--- src/rtl/tdm_demux_pkg.sv ---
// Shared types and helpers for the time-division demultiplexer and its
// companion multiplexer: FSM state encoding, lane count, lane slicing.
package tdm_demux_pkg;

  localparam int S_DEF = 2;
  localparam int M_DEF = 3;

  typedef enum logic [0:0] {
    IDLE = 1'b0,
    FILL = 1'b1
  } state_e;

  // Number of lanes carried by an S-bit select.
  function automatic int n_lanes(input int s);
    return 32'sd1 << s;
  endfunction

  // Low bit offset of lane i in a packed bus of m-bit lanes.
  function automatic int lane_lo(input int i, input int m);
    return m * i;
  endfunction

endpackage

--- src/rtl/tdm_demux_if.sv ---
// Serial-in / packed-frame-out bundle between a word source and tdm_demux.
interface tdm_demux_if
  import tdm_demux_pkg::*;
#(
  parameter int S = S_DEF,
  parameter int M = M_DEF
) ();

  logic [M-1:0]            din;
  logic                    din_valid;
  logic                    sof;
  logic [M*n_lanes(S)-1:0] dout;
  logic                    dout_valid;
  logic [S-1:0]            slot;
  logic                    frame_err;

  // Word source side.
  modport master (
    output din, din_valid, sof,
    input  dout, dout_valid, slot, frame_err
  );

  // Demultiplexer side.
  modport slave (
    input  din, din_valid, sof,
    output dout, dout_valid, slot, frame_err
  );

endinterface

--- src/rtl/tdm_slot_ctr.sv ---
// Lane index counter: clear, load-1 (frame start) or increment, with a flag
// marking the last lane. It never wraps on its own; the FSM clears it.
module tdm_slot_ctr #(
  parameter int S = 2
) (
  input  logic         clk,
  input  logic         rst,
  input  logic         clr,
  input  logic         ld1,
  input  logic         inc,
  output logic [S-1:0] slot,
  output logic         last
);

  logic [S-1:0] cnt_r;

  // Counter register; clear wins over load-1, load-1 over increment.
  always_ff @(posedge clk) begin
    if (rst) begin
      cnt_r <= {S{1'b0}};
    end else if (clr) begin
      cnt_r <= {S{1'b0}};
    end else if (ld1) begin
      cnt_r <= S'(1'b1);
    end else if (inc) begin
      cnt_r <= cnt_r + S'(1'b1);
    end else begin
      cnt_r <= cnt_r;
    end
  end

  assign slot = cnt_r;
  assign last = (cnt_r == {S{1'b1}});

endmodule

--- src/rtl/tdm_demux.sv ---
// Time-division demultiplexer: collects N = 2**S serial M-bit words framed by
// sof into shadow lanes and publishes the whole packed frame in one cycle.
module tdm_demux
  import tdm_demux_pkg::*;
#(
  parameter int S = S_DEF,
  parameter int M = M_DEF
) (
  input  logic        clk,
  input  logic        rst,
  tdm_demux_if.slave  bus
);

  localparam int N = n_lanes(S);
  localparam int W = M * N;

  state_e       state_r;
  logic [M-1:0] shadow_r [N];
  logic [W-1:0] dout_r;
  logic         dout_valid_r;
  logic         frame_err_r;

  logic [S-1:0] slot_s;
  logic         last_s;
  logic         clr_s;
  logic         ld1_s;
  logic         inc_s;
  logic [W-1:0] frame_s;

  // Slot counter control mirrors the FSM's word-acceptance decisions.
  always_comb begin
    clr_s = 1'b0;
    ld1_s = 1'b0;
    inc_s = 1'b0;
    if (bus.din_valid) begin
      if (bus.sof) begin
        ld1_s = 1'b1;
      end else if (state_r == FILL) begin
        if (last_s) begin
          clr_s = 1'b1;
        end else begin
          inc_s = 1'b1;
        end
      end else begin
        clr_s = 1'b0;
      end
    end else begin
      inc_s = 1'b0;
    end
  end

  tdm_slot_ctr #(.S(S)) u_slot_ctr (
    .clk  (clk),
    .rst  (rst),
    .clr  (clr_s),
    .ld1  (ld1_s),
    .inc  (inc_s),
    .slot (slot_s),
    .last (last_s)
  );

  // Candidate published frame: shadow lanes 0..N-2 plus the incoming last word.
  always_comb begin
    frame_s = {W{1'b0}};
    for (int i = 0; i < N - 1; i++) begin
      frame_s[lane_lo(i, M) +: M] = shadow_r[i];
    end
    frame_s[lane_lo(N - 1, M) +: M] = bus.din;
  end

  // Framing FSM, shadow lane bank and registered outputs.
  always_ff @(posedge clk) begin
    if (rst) begin
      state_r      <= IDLE;
      dout_r       <= {W{1'b0}};
      dout_valid_r <= 1'b0;
      frame_err_r  <= 1'b0;
      for (int i = 0; i < N; i++) begin
        shadow_r[i] <= {M{1'b0}};
      end
    end else begin
      dout_valid_r <= 1'b0;
      frame_err_r  <= 1'b0;
      case (state_r)
        IDLE: begin
          if (bus.din_valid) begin
            if (bus.sof) begin
              shadow_r[0] <= bus.din;
              state_r     <= FILL;
            end else begin
              // Stray word outside a frame is dropped.
              frame_err_r <= 1'b1;
            end
          end
        end
        FILL: begin
          if (bus.din_valid) begin
            if (bus.sof) begin
              // Restart: discard the partial frame, this word becomes lane 0.
              frame_err_r <= 1'b1;
              shadow_r[0] <= bus.din;
            end else if (last_s) begin
              dout_r       <= frame_s;
              dout_valid_r <= 1'b1;
              state_r      <= IDLE;
            end else begin
              shadow_r[slot_s] <= bus.din;
            end
          end
        end
        default: begin
          state_r <= IDLE;
        end
      endcase
    end
  end

  assign bus.dout       = dout_r;
  assign bus.dout_valid = dout_valid_r;
  assign bus.slot       = slot_s;
  assign bus.frame_err  = frame_err_r;

endmodule

--- src/flat_wrapper.sv ---
// flat-port wrapper written by rule: the top's interface ports become plain ports
module tdm_demux_flat import tdm_demux_pkg::*;
#(
  parameter int S = S_DEF,
  parameter int M = M_DEF
)
  (clk, rst, bus_din, bus_din_valid, bus_sof, bus_dout, bus_dout_valid, bus_slot, bus_frame_err);
  tdm_demux_if #(.S(S), .M(M)) bus_i ();
  input  logic clk;
  input  logic rst;
  input wire logic [$bits(bus_i.din)-1:0] bus_din;
  input wire logic [$bits(bus_i.din_valid)-1:0] bus_din_valid;
  input wire logic [$bits(bus_i.sof)-1:0] bus_sof;
  output wire logic [$bits(bus_i.dout)-1:0] bus_dout;
  output wire logic [$bits(bus_i.dout_valid)-1:0] bus_dout_valid;
  output wire logic [$bits(bus_i.slot)-1:0] bus_slot;
  output wire logic [$bits(bus_i.frame_err)-1:0] bus_frame_err;
  assign bus_i.din = bus_din;
  assign bus_i.din_valid = bus_din_valid;
  assign bus_i.sof = bus_sof;
  assign bus_dout = bus_i.dout;
  assign bus_dout_valid = bus_i.dout_valid;
  assign bus_slot = bus_i.slot;
  assign bus_frame_err = bus_i.frame_err;
  tdm_demux #(.S(S), .M(M)) u_core (.clk(clk), .rst(rst), .bus(bus_i));
endmodule
--- config.mk ---
export PLATFORM = sky130hd
export DESIGN_NAME = tdm_demux_flat
export DESIGN_NICKNAME = d
export VERILOG_FILES = /design/src/rtl/tdm_demux_pkg.sv /design/src/rtl/tdm_demux_if.sv /design/src/rtl/tdm_slot_ctr.sv /design/src/rtl/tdm_demux.sv /design/src/flat_wrapper.sv
export SDC_FILE = /design/constraint.sdc
export NUM_CORES = 1
export LEC_CHECK = 0
export ABC_AREA = 1
export BUFFER_PORTS_ARGS = -buffer_cell sky130_fd_sc_hd__buf_2
export CORE_MARGIN = 3
export CORE_UTILIZATION = 46
export CTS_CLUSTER_DIAMETER = 50
export DETAILED_ROUTE_END_ITERATION = 10
export PLACE_DENSITY = 0.72
export SYNTH_ARGS = -nofsm -noshare
export SYNTH_HDL_FRONTEND = slang
export SYNTH_SLANG_ARGS = --single-unit
--- constraint.sdc ---
create_clock -name clk -period 1.4 [get_ports clk]
set_input_delay 0.07 -clock clk [delete_from_list [all_inputs] [get_ports clk]]
set_output_delay 0.07 -clock clk [all_outputs]
set_load 0.01 [all_outputs]
After elaboration in Yosys (flattened, before gate mapping) --
Memory sizes are Yosys's and may differ from the RTL's. A register that Yosys moved wholly into a read port is not among the register bits. Cells that the tools add are included.
Operators by class: add/subtract/negate cells 1, $mul 0, divide/modulo/power cells 0, magnitude comparators 0, equal/unequal tests 1, shift operators 0, mux-type cells 36, bitwise logic cells 5, reduce and logical (&&, ||, !) cells 6
Operators by type and width (count):
- $mux 1 | 30
- $mux 3 | 3
- $reduce_or 3->1 | 2
- $pmux 1 s2 | 2
- $reduce_and 4->1 | 1
- $reduce_or 4->1 | 1
- $not 1->1 | 3
- $add 2x1->2 const B | 1
- $eq 2x2->1 const B | 1
- $mux 2 | 1
- $or 1x1->1 | 2
- $reduce_bool 2->1 | 1
- $reduce_or 2->1 | 1
Storage, ports and cells: flip-flop bits (word level) 17, latch bits 0, RAM bits 12, memory bits (read-only) 0, bits of input ports 7, output and inout bits 16, word-level logic and storage cells 56, memories 1
Memory list:
- u_core.shadow_r | words 4, width 3, rd ports 3, clocked after memory_dff 3, wr ports 4, RTL line tdm_demux.sv:18 | logic [M-1:0] shadow_r [N];

Logic depth before layout (Yosys ltp) --
word-level depth 9, depth in mapped cells 7, gate-level depth less buffers 7

Cells and area by module --
Synthesis repeated with hierarchy kept, for this count alone.
Second synthesis, totals: cells, all modules 119, area, all modules 1046.0 um^2
By module, submodules not included:
- tdm_demux | times used 1, cells an instance 103, area each 938.4 um^2, sequential area each 570.5 um^2
- tdm_slot_ctr | times used 1, cells an instance 16, area each 107.6 um^2, sequential area each 40.0 um^2

Worst setup path after synthesis --
OpenSTA, ideal clock, no wires.
path type register -> register, start point reg u_core.u_slot_ctr.cnt_r[0] (netlist: u_core.u_slot_ctr.slot[0]), end point mem u_core.shadow_r[0][0] in the netlist's numbering, enable pin, setup time 0.303 ns, arrival 1.189 ns, data required time 1.097 ns, setup slack -0.092 ns, stages on the path, launching flop included 7, path buffers 0, period minus slack after synthesis 1.492 ns, cell sequence dfxtp_1 -> ha_1 -> nor2_1 -> nand2_1 -> a21oi_2 -> nand2_1 -> nand2_1
RTL lines:
- start, declared | RTL line tdm_slot_ctr.sv:15 | logic [S-1:0] cnt_r;
- start signal, assigned | RTL line tdm_slot_ctr.sv:20 | cnt_r <= {S{1'b0}};
- start signal, assigned | RTL line tdm_slot_ctr.sv:22 | cnt_r <= {S{1'b0}};
- start signal, assigned | RTL line tdm_slot_ctr.sv:24 | cnt_r <= S'(1'b1);
- end, declared | RTL line tdm_demux.sv:18

==> results.ini <==
[grt]
grt_pass1_wl_um=3220
grt_use_total=0.159
antenna_found_initial=0
grt_pass1_vias=787
grt_max_degree=15
grt_overflow=0

[timing]
hold_viol=0
final_max_slew_viol_count=0
slew_headroom=0.740
fin_crit_sh=0.963
setup_viol=0
timing.hold.ws_ns=0.0348
rsz0062_at_grt=true
finClkSkew_ns=0.00372
period_needed_ns=1.35
fmax_mhz=742
max_slew.worst_pin.slew_ns=0.390

[critical_path]
crit_path_top_delay_cell=dfxtp_2
crit_chain=ha_4, nor2_1, nand2_1, a21oi_2, buf_4, nand2_2, nor2_1
reg2reg_to=u_core.shadow_r[0][1]$_SDFFCE_PN0P_
critical_path_buf_inv_count=1
reg2reg_slack_ns=0.05
startpoint_type=flop
crit_path_end_kind=flop
crit_family=flip-flops
crit_fanout=3
cpMostUsedCell=nor2_1
ff2ff_path_depth=7
critPathKind=flop to flop
cp_slowest_stage_delay_ns=0.36
r2r-start=u_core.u_slot_ctr.slot[0]$_SDFFE_PP0P_
arrival_ns=1.54
cp.required_ns=1.59

[placement]
place.gp.congestion=0.739
port_buffers=22
dp_hpwl_um=1510
placed_cell_area_um2=1210
dp.cells=169

[flow_run]
drv_cap=0

[synth]
synthArstFlopShare=0
syn_inst=116
synth_cell_types=19
synthTopCellsByCount=37 x nand2_1, 17 x dfxtp_1, 16 x nor2_1
yosysMostFrequentCell=nand2_1
synth_area_per_cell_um2=8.79
ys_seq_elements=26
yosys-top-cells-area=dfxtp_1 33%, edfxtp_1 27%, nand2_1 14%
ys_seq_area_frac=0.599
syn_area_um2=1020
ys.flop_type=dfxtp_1
ys_warn_count=0
synth-edff-count=9
synth_top_cell_by_area=dfxtp_1
synth_fp_nets=124
synth_top_area_frac=0.334

[cells_and_area]
drive_gt1_frac=0.353
nFillCells=186
nNetsFinal=159
utilization=0.647
multi_input_area_um2=400
syn2layout_area_growth_pct=28.3
antennaDiodeCount=0
final_cells=177
design_area_um2=1310
regArea_um2=614

[clock_tree]
clock-sinks=26
insertion_delay_ns=0.32
htreeDepth=1
clock-root-buffer=clkbuf_4
cts_tree=done
clk_path_buf_depth=2
numCtsBuffers=3
path_clk_slew_ns=0.14

[routing]
totalWireLength_um=2110
drt_iter0_drc=5
drtPass1Iterations=4
viasPerCell=5.00
antenna_left=0
route.detailed.drc=0
num_vias=885
wire_per_inst_um=11.9

[power_and_ir_drop]
p_leak_uw=0.000619
vdd_drop_max_mv=0.516
p_int_uw=949
p_per_area_nw_per_um2=945
p_total_uw=1240
clkPwrFrac=0.266
seqPwrFrac=0.652
netSwitchingFraction=0.232
power.switching_uw=287
p_comb_frac=0.081

[hold_path]
hold_path_depth=3
hp-start=bus_din_valid
holdPathEnd=u_core.state_r$_SDFF_PP0_
holdCritPathClass=input port to flop

[floorplan]
fp.dieW_um=53.1
io-pin-count=23
initial_utilization=0.504
rows=16
die_h_um=53.1
die_area_um2=2820
coreArea_um2=2020

[run_status]
status=completed

## power groups by stage
stage                     clock network (µW)  logic (µW)  registers, µW
after floorplan                            0        42.6            825
after global placement                     0        83.2            821
after detailed placement                   0        85.3            822
after CTS                                341        92.7            805
after global routing                     368         112            809
final                                    329         101            807
## routing by layer
layer / GRT usage / routed length (µm)
met3: 0.0254 / 96
met1: 0.182 / 898
met4: 0.0851 / 35
met5: 0 / 0
met2: 0.281 / 1080
## placed cells by master, fill, tap and decap left out, drive strengths merged
cell	instances
a21oi	3
nand2	37
dlygate4sd3	3
buf	31
nand4	2
nand3	14
nor2	18
edfxtp	9
o211ai	1
ha	1
dfxtp	17
inv	7
o21ai	3
clkbuf	4
## sequential cells by signal (all words and copies together), names as in the netlist
| signal | flops |
|---|---|
| u_core.u_slot_ctr.slot | 2 |
| u_core.bus.dout_valid | 1 |
| u_core.bus.dout | 3 |
| u_core.state_r | 1 |
| u_core.bus.frame_err | 1 |
| bus_dout | 9 |
| u_core.shadow_r | 9 |
## kinds of logic (layout without fill, tap and decap cells)
family	count (synthesis)	after routing	synth area share
AND/OR/NAND/NOR	71	71	0.298
AO/OA/AOI/OAI	7	7	0.0405
buffers and inverters	11	45	0.0503
adder cells (fa/ha/maj)	1	1	0.0123
flip-flops	26	26	0.599
## metrics by stage
step                worst slack [ns]  TNS [ns]
floorplan                    0.00369         0
finish                        0.0521         0
CTS                          0.00283         0
global route                 -0.0657    -0.138
detailed placement            0.0121         0
global placement              0.0576         0
## worst max path at each step
stage,slack [ns],endpoint,startpoint,cells after the start
after floorplan,0.004,u_core.shadow_r[0][0]$_SDFFCE_PN0P_,u_core.u_slot_ctr.slot[0]$_SDFFE_PP0P_,6
after global placement,0.06,u_core.shadow_r[0][0]$_SDFFCE_PN0P_,u_core.u_slot_ctr.slot[0]$_SDFFE_PP0P_,7
after detailed placement,0.01,u_core.shadow_r[2][0]$_SDFFCE_PN0P_,u_core.u_slot_ctr.slot[0]$_SDFFE_PP0P_,6
after CTS,0.003,u_core.shadow_r[1][1]$_SDFFCE_PN0P_,u_core.u_slot_ctr.slot[0]$_SDFFE_PP0P_,7
after global routing,-0.07,u_core.u_slot_ctr.slot[0]$_SDFFE_PP0P_,u_core.u_slot_ctr.slot[0]$_SDFFE_PP0P_,8
final,0.05,u_core.shadow_r[0][1]$_SDFFCE_PN0P_,u_core.u_slot_ctr.slot[0]$_SDFFE_PP0P_,7
## worst register-to-register path, stage by stage (launching register included)
cell	delay [ns]
dfxtp_2	0.36
ha_4	0.17
nor2_1	0.08
nand2_1	0.09
a21oi_2	0.17
buf_4	0.16
nand2_2	0.08
nor2_1	0.11
## cell type report
class / instances / area share
flip-flops and latches: 26 / 0.469
well taps: 27 / 0.0258
inverters: 7 / 0.0201
clock buffers: 4 / 0.0201
repair buffers: 34 / 0.159
multi-input cells: 79 / 0.306
## what timing repair did
action                                  CTS  global route
endpoints found under the setup margin    2            18
pin swaps                                 0             6
resized for setup                         1            10
hold buffers                              3             0
setup buffers                             0             1
hold endpoints to repair                  3             0
Power figures use the tool's default switching activity.
